==> config.mk <==
export PLATFORM = sky130hd
export DESIGN_NAME = pipe_hazard_ctrl
export DESIGN_NICKNAME = d
export VERILOG_FILES = /design/src/rtl/pipe_ctrl_pkg.sv /design/src/rtl/sat_counter.sv /design/src/rtl/pipe_hazard_ctrl.sv
export SDC_FILE = /design/constraint.sdc
export NUM_CORES = 1
export LEC_CHECK = 0
export ABC_CLOCK_PERIOD_IN_PS = 4600
export BUFFER_PORTS_ARGS = -buffer_cell sky130_fd_sc_hd__clkbuf_2
export CORE_UTILIZATION = 50
export DETAILED_ROUTE_END_ITERATION = 6
export PLACE_DENSITY = 0.79
export SYNTH_ARGS = -nofsm -noshare
export SYNTH_HDL_FRONTEND = slang
export SYNTH_SLANG_ARGS = --single-unit
export TNS_END_PERCENT = 10
==> constraint.sdc <==
create_clock -name clk -period 4.6 [get_ports clk]
set_input_delay 0.92 -clock clk [delete_from_list [all_inputs] [get_ports clk]]
set_output_delay 0.92 -clock clk [all_outputs]
set_load 0.02 [all_outputs]
==> src/rtl/pipe_ctrl_pkg.sv <==
// Shared types and constants for the pipeline hazard/sequencing controller.
package pipe_ctrl_pkg;

    localparam int unsigned REG_W = 5;

    // Controller state encoding
    typedef enum logic [1:0] {
        ST_RUN  = 2'd0,
        ST_WAIT = 2'd1,
        ST_ERR  = 2'd2
    } hz_state_e;

    // Per-pipeline-register control bundle; flush wins over en at the register
    typedef struct packed {
        logic en;
        logic flush;
    } stage_ctrl_t;

    localparam stage_ctrl_t BUBBLE = '{en: 1'b0, flush: 1'b1};
    localparam stage_ctrl_t HOLD   = '{en: 1'b0, flush: 1'b0};
    localparam stage_ctrl_t LOAD   = '{en: 1'b1, flush: 1'b0};

    // Load in EX writes a non-zero register that the instruction in ID reads
    function automatic logic lu_hazard(
        input logic             ex_mem_read,
        input logic [REG_W-1:0] ex_rt,
        input logic [REG_W-1:0] id_rs,
        input logic [REG_W-1:0] id_rt,
        input logic             id_uses_rt
    );
        logic rs_hit;
        logic rt_hit;
        rs_hit = (ex_rt == id_rs);
        rt_hit = id_uses_rt & (ex_rt == id_rt);
        return ex_mem_read & (ex_rt != REG_W'(0)) & (rs_hit | rt_hit);
    endfunction

endpackage

==> src/rtl/sat_counter.sv <==
// Saturating up-counter with synchronous active-high clear.
module sat_counter #(
    parameter int unsigned CNT_W = 16
) (
    input  logic             clk,
    input  logic             rst,
    input  logic             inc,
    output logic [CNT_W-1:0] count
);

    // Count up on inc, sticking at all-ones
    always_ff @(posedge clk) begin
        if (rst) begin
            count <= '0;
        end else if (inc && (count != {CNT_W{1'b1}})) begin
            count <= count + CNT_W'(1);
        end
    end

endmodule

==> src/rtl/pipe_hazard_ctrl.sv <==
// Pipeline register/PC sequencing: load-use stall, MEM-stage branch flush,
// data-memory wait freeze with watchdog, and stall/flush perf counters.
module pipe_hazard_ctrl #(
    parameter int unsigned MAX_WAIT = 255,
    parameter int unsigned WAIT_W   = 8,
    parameter int unsigned CNT_W    = 16
) (
    input  logic             clk,
    input  logic             rst,
    input  logic             id_ex_memRead,
    input  logic [4:0]       id_ex_rt,
    input  logic [4:0]       if_id_rs,
    input  logic [4:0]       if_id_rt,
    input  logic             if_id_usesRt,
    input  logic             mem_branch,
    input  logic             mem_zero,
    input  logic             mem_req,
    input  logic             mem_ready,
    output logic             pc_en,
    output logic             pc_sel_branch,
    output logic             if_id_en,
    output logic             if_id_flush,
    output logic             id_ex_en,
    output logic             id_ex_flush,
    output logic             ex_mem_en,
    output logic             ex_mem_flush,
    output logic             mem_wb_en,
    output logic             mem_wb_flush,
    output logic             mem_err,
    output logic [CNT_W-1:0] stall_cycles,
    output logic [CNT_W-1:0] flush_events
);

    import pipe_ctrl_pkg::*;

    localparam logic [WAIT_W-1:0] WAIT_LAST = WAIT_W'(MAX_WAIT - 1);

    hz_state_e         state_q, state_d;
    logic [WAIT_W-1:0] wait_cnt_q, wait_cnt_d;
    logic              mem_err_q, mem_err_d;
    logic              br_pend_q, br_pend_d;

    logic              mem_stall_c;
    logic              frozen_c;
    logic              br_raw_c;
    logic              br_take_c;
    logic              lu_c;

    stage_ctrl_t       if_id_c, id_ex_c, ex_mem_c, mem_wb_c;
    logic              pc_en_c, pc_sel_c;

    assign mem_stall_c = mem_req & ~mem_ready;
    assign frozen_c    = (state_q == ST_ERR) | mem_stall_c;
    assign br_raw_c    = mem_branch & mem_zero;
    // A branch seen during a freeze is remembered until the freeze lifts
    assign br_take_c   = ~frozen_c & (br_raw_c | br_pend_q);
    assign br_pend_d   = frozen_c & (br_pend_q | br_raw_c);
    assign lu_c        = lu_hazard(id_ex_memRead, id_ex_rt, if_id_rs, if_id_rt, if_id_usesRt);

    // State register
    always_ff @(posedge clk) begin
        if (rst) begin
            state_q    <= ST_RUN;
            wait_cnt_q <= '0;
            mem_err_q  <= 1'b0;
            br_pend_q  <= 1'b0;
        end else begin
            state_q    <= state_d;
            wait_cnt_q <= wait_cnt_d;
            mem_err_q  <= mem_err_d;
            br_pend_q  <= br_pend_d;
        end
    end

    // Memory wait tracking and watchdog
    always_comb begin
        state_d    = state_q;
        wait_cnt_d = wait_cnt_q;
        mem_err_d  = mem_err_q;
        case (state_q)
            ST_RUN: begin
                if (mem_stall_c) begin
                    state_d    = ST_WAIT;
                    wait_cnt_d = '0;
                end
            end
            ST_WAIT: begin
                if (mem_ready) begin
                    state_d    = ST_RUN;
                    wait_cnt_d = '0;
                end else if (wait_cnt_q == WAIT_LAST) begin
                    state_d   = ST_ERR;
                    mem_err_d = 1'b1;
                end else begin
                    wait_cnt_d = wait_cnt_q + WAIT_W'(1);
                end
            end
            ST_ERR: begin
                state_d = ST_ERR;
            end
            default: begin
                state_d    = ST_RUN;
                wait_cnt_d = '0;
            end
        endcase
    end

    // Stage controls: reset > freeze > branch > load-use > normal
    always_comb begin
        if_id_c  = LOAD;
        id_ex_c  = LOAD;
        ex_mem_c = LOAD;
        mem_wb_c = LOAD;
        pc_en_c  = 1'b1;
        pc_sel_c = 1'b0;
        if (rst) begin
            if_id_c  = BUBBLE;
            id_ex_c  = BUBBLE;
            ex_mem_c = BUBBLE;
            mem_wb_c = BUBBLE;
            pc_en_c  = 1'b0;
        end else if (frozen_c) begin
            if_id_c  = HOLD;
            id_ex_c  = HOLD;
            ex_mem_c = HOLD;
            mem_wb_c = HOLD;
            pc_en_c  = 1'b0;
        end else if (br_take_c) begin
            if_id_c  = BUBBLE;
            id_ex_c  = BUBBLE;
            ex_mem_c = BUBBLE;
            pc_sel_c = 1'b1;
        end else if (lu_c) begin
            if_id_c  = HOLD;
            id_ex_c  = BUBBLE;
            pc_en_c  = 1'b0;
        end
    end

    assign pc_en         = pc_en_c;
    assign pc_sel_branch = pc_sel_c;
    assign if_id_en      = if_id_c.en;
    assign if_id_flush   = if_id_c.flush;
    assign id_ex_en      = id_ex_c.en;
    assign id_ex_flush   = id_ex_c.flush;
    assign ex_mem_en     = ex_mem_c.en;
    assign ex_mem_flush  = ex_mem_c.flush;
    assign mem_wb_en     = mem_wb_c.en;
    assign mem_wb_flush  = mem_wb_c.flush;
    assign mem_err       = mem_err_q;

    sat_counter #(.CNT_W(CNT_W)) u_stall_cnt (
        .clk   (clk),
        .rst   (rst),
        .inc   (~pc_en_c),
        .count (stall_cycles)
    );

    sat_counter #(.CNT_W(CNT_W)) u_flush_cnt (
        .clk   (clk),
        .rst   (rst),
        .inc   (br_take_c),
        .count (flush_events)
    );

endmodule
==> metrics.yaml <==
via_count: 2263
clock_sinks: 44
clock_tree.htree_level_count: 2
power.switching_fraction: 0.249
layout.cells.most_common_list: "sky130_fd_sc_hd__clkbuf_2, sky130_fd_sc_hd__dfxtp_1, sky130_fd_sc_hd__nor2_1"
worst-path-max-fanout: 4
holdCritStartpoint: "mem_err"
cpMostUsedCell: "sky130_fd_sc_hd__clkbuf_2"
place_ws_ns: 1.29
met2RoutedLength_mm: 2.76
power_frac_seq: 0.494
nets: 373
share_comb_of_total_power: 0.105
post_synth.cell_area_avg_um2: 8.46
synth.yosys.seq_area_share: 0.366
gr-usage-all-layers: 0.221
clock-root-buffer: "sky130_fd_sc_hd__clkbuf_8"
min_period_ns: 3.33
post_drt_wl_per_cell_um: 13.6
setup_viol_count_final: 0
routability_congestion_estimate_from_global_placement: 0.805
die_y_um: 71.3
report.final.hold_viol_count: 0
final_core_util: 0.639
critPathBufInv: 2
timing.hold.worst.class: "register to register"
synthFlopType: "sky130_fd_sc_hd__dfxtp_1"
clock_power_share: 0.401
ff2ff_setup_slack_ns: 2.14
drive_gt1_frac: 0.245
hold-worst-slack_ns: 0.450
critical-path-top-delay-family: "simple AND/OR/NAND/NOR gates"
die_area_um2: 5090
drv_cap: 0
grt_max_degree: 42
ys_warn_count: 0
setup_tns_ns: 0
postRouteWirelength_mm: 5.42
routed_via_density: 5.67
io_pins: 66
synth_nets: 311
total_power_w: 0.000791
antenna_violations_before_repair: 0
status: "finished with violations"
detailedRoute.firstPassIterationCount: 6
crit_chain: "clkbuf_2 -> or4_1 -> o21ai_1 -> nor2_1 -> nor3_1 -> clkbuf_2"
regToRegEndpoint: "u_stall_cnt.count[6]"
syn-instance-count: 284
r2r.worst_path.cells: 6
worstSkewPairLatency_ns: 0.30
post_cts.resized_instances: 0
maxSlewHeadroom: 0.491
antenna-diode-count: 0
synth-edff-count: 0
hold-path-cell-count: 2
start_util: 0.537
cts_bufs_inserted: 5
type_of_element_capturing_the_critical_path: "primary output"
fmax_mhz: 300
worst_setup_path_class: "primary input to primary output"
core_area_um2: 4470
synthDistinctLibCells: 51
maxUsedRoutingLayer: "met4"
ys_ff_latch: 44
synth.cell_area_um2: 2400
met1_length_mm: 2.37
failed_checks: "DRC"
critPathRequiredTime_ns: 3.68
layout-area-overhead-vs-synth_pct: 18.9
holdPathEnd: "mem_err"
grt_setup_unrepaired: "no"
first_global_vias: 2013
p_int_w: 0.000593
drc: 4
tritoncts: "done"
ant_nets: 0
cp_slowest_cell: "sky130_fd_sc_hd__or4_1"
leakage_nw: 1.14
power.density_nw_per_um2: 277
worst_clock_skew_ns: 0.0145
hpwl_mm: 3.91
fp-row-count: 24
r2r-start: "u_stall_cnt.count[3]"
fin_crit_sh: 0.724
ctsLongestPathBuffers: 2
critical_path.max_stage_delay_ns: 0.51
met3_wirelength_um: 245
final_critical_path_setup_slack_ns: 1.27
transition_at_the_pin_with_the_smallest_max_transition_slack_ns: 0.757
port_buffers: 65
overflow: 0
drt_first_iter_violations: 164
synth-async-reset-ratio: 0
num-fill-cells: 406
grt_first_pass_wirelength_mm: 9.09
power_switching_w: 0.000197
post_cts_setup_repair_bufs: 0
ir_worst_vdd_mv: 0.194
final_common_cell: "sky130_fd_sc_hd__clkbuf_2"
clk_pin_slew_worst_paths_ns: 0.07
final-max-slew-violation-count: 0
timing.critical_path.arrival_ns: 2.41
floorplan.die.width_um: 71.3
cts_hold_repair.buffers: 0
cp-startpoint: "id_ex_rt[0]"
worstSetupStartpointType: "primary input"
==> registers in the layout (all words and copies together), names as in the netlist <==
signal,cells
mem_err,1
u_flush_cnt.count,16
u_stall_cnt.count,16
state_q,2
br_pend_q,1
wait_cnt_q,8
==> synth_stat cells, drive strengths merged, types with 2 or more instances <==
master	count	share of area
o31a	4	0.015
inv	8	0.012
o21ai	6	0.012
buf	8	0.026
mux2	3	0.014
a32oi	2	0.0073
nand2	19	0.030
o311ai	2	0.0073
nor2b	6	0.016
nor4b	3	0.011
or2	3	0.0078
ha	4	0.021
xor2	19	0.069
dfxtp	44	0.37
xnor2	11	0.040
nand3	14	0.029
nor4	8	0.030
and4	3	0.011
a21oi	15	0.031
o21a	2	0.0062
nand4	11	0.029
nor2	39	0.061
or4b	2	0.0083
o41ai	4	0.018
clkbuf	5	0.0078
and3	5	0.013
or4	5	0.016
a21o	3	0.0094
o31ai	5	0.016
nor3	10	0.023
==> how the worst max path moves through the flow <==
stage / endpoint / cells after the start
CTS: id_ex_en / 6
global placement: id_ex_en / 6
global route: id_ex_en / 6
finish: id_ex_en / 6
detailed placement: id_ex_en / 6
floorplan: if_id_en / 5
==> cell families (layout without fill, tap and decap cells) <==
kind of cell	count (synthesis)	after routing	share of synthesized area
XOR/XNOR	30	30	0.109
AO/OA/AOI/OAI	46	46	0.134
buffers and inverters	21	84	0.0458
multiplexers	4	4	0.0182
AND/OR/NAND/NOR	135	135	0.305
flip-flops	44	44	0.366
adder cells (fa/ha/maj)	4	4	0.0208
==> stage by stage <==
stage                     std cells  instance area, um2
after detailed placement        391                2740
after global placement          391                2740
after global routing            399                2860
final                           399                2860
after floorplan                 284                2400
after CTS                       399                2860
==> layer usage <==
metal	GRT usage	up-vias
met5	0	-
met4	0.0689	0
met3	0.0534	5
met2	0.388	48
met1	0.268	1061
li1	-	1149
==> layout make-up <==
type                            instances  area (um2)  share of cell area
Multi-Input combinational cell        219        1410               0.494
Sequential cell                        44         881               0.308
Timing Repair Buffer                   68         348               0.122
Clock buffer                            6        82.6              0.0289
Tap cell                               52        65.1              0.0228
Clock inverter                          2        38.8              0.0136
Inverter                                8        30.0              0.0105
==> power by group through the flow <==
stage	logic [W]	registers, W	clock network (W)
6_report	0.0000830	0.000391	0.000317
3_3_place_gp	0.0000821	0.000399	0
4_1_cts	0.0000836	0.000391	0.000324
5_1_grt	0.0000912	0.000392	0.000337
2_1_floorplan	0.0000538	0.000402	0
3_5_place_dp	0.0000831	0.000400	0
==> worst register-to-register path, stage by stage (launching register included) <==
cell and delay (ns):
sky130_fd_sc_hd__dfxtp_1 0.44, sky130_fd_sc_hd__and4_1 0.32, sky130_fd_sc_hd__nand4_1 0.35, sky130_fd_sc_hd__nor3_2 0.54, sky130_fd_sc_hd__buf_4 0.32, sky130_fd_sc_hd__nor4_1 0.08
sky130_fd_sc_hd__mux2_1 0.32
(Power assumes the default switching activity.)
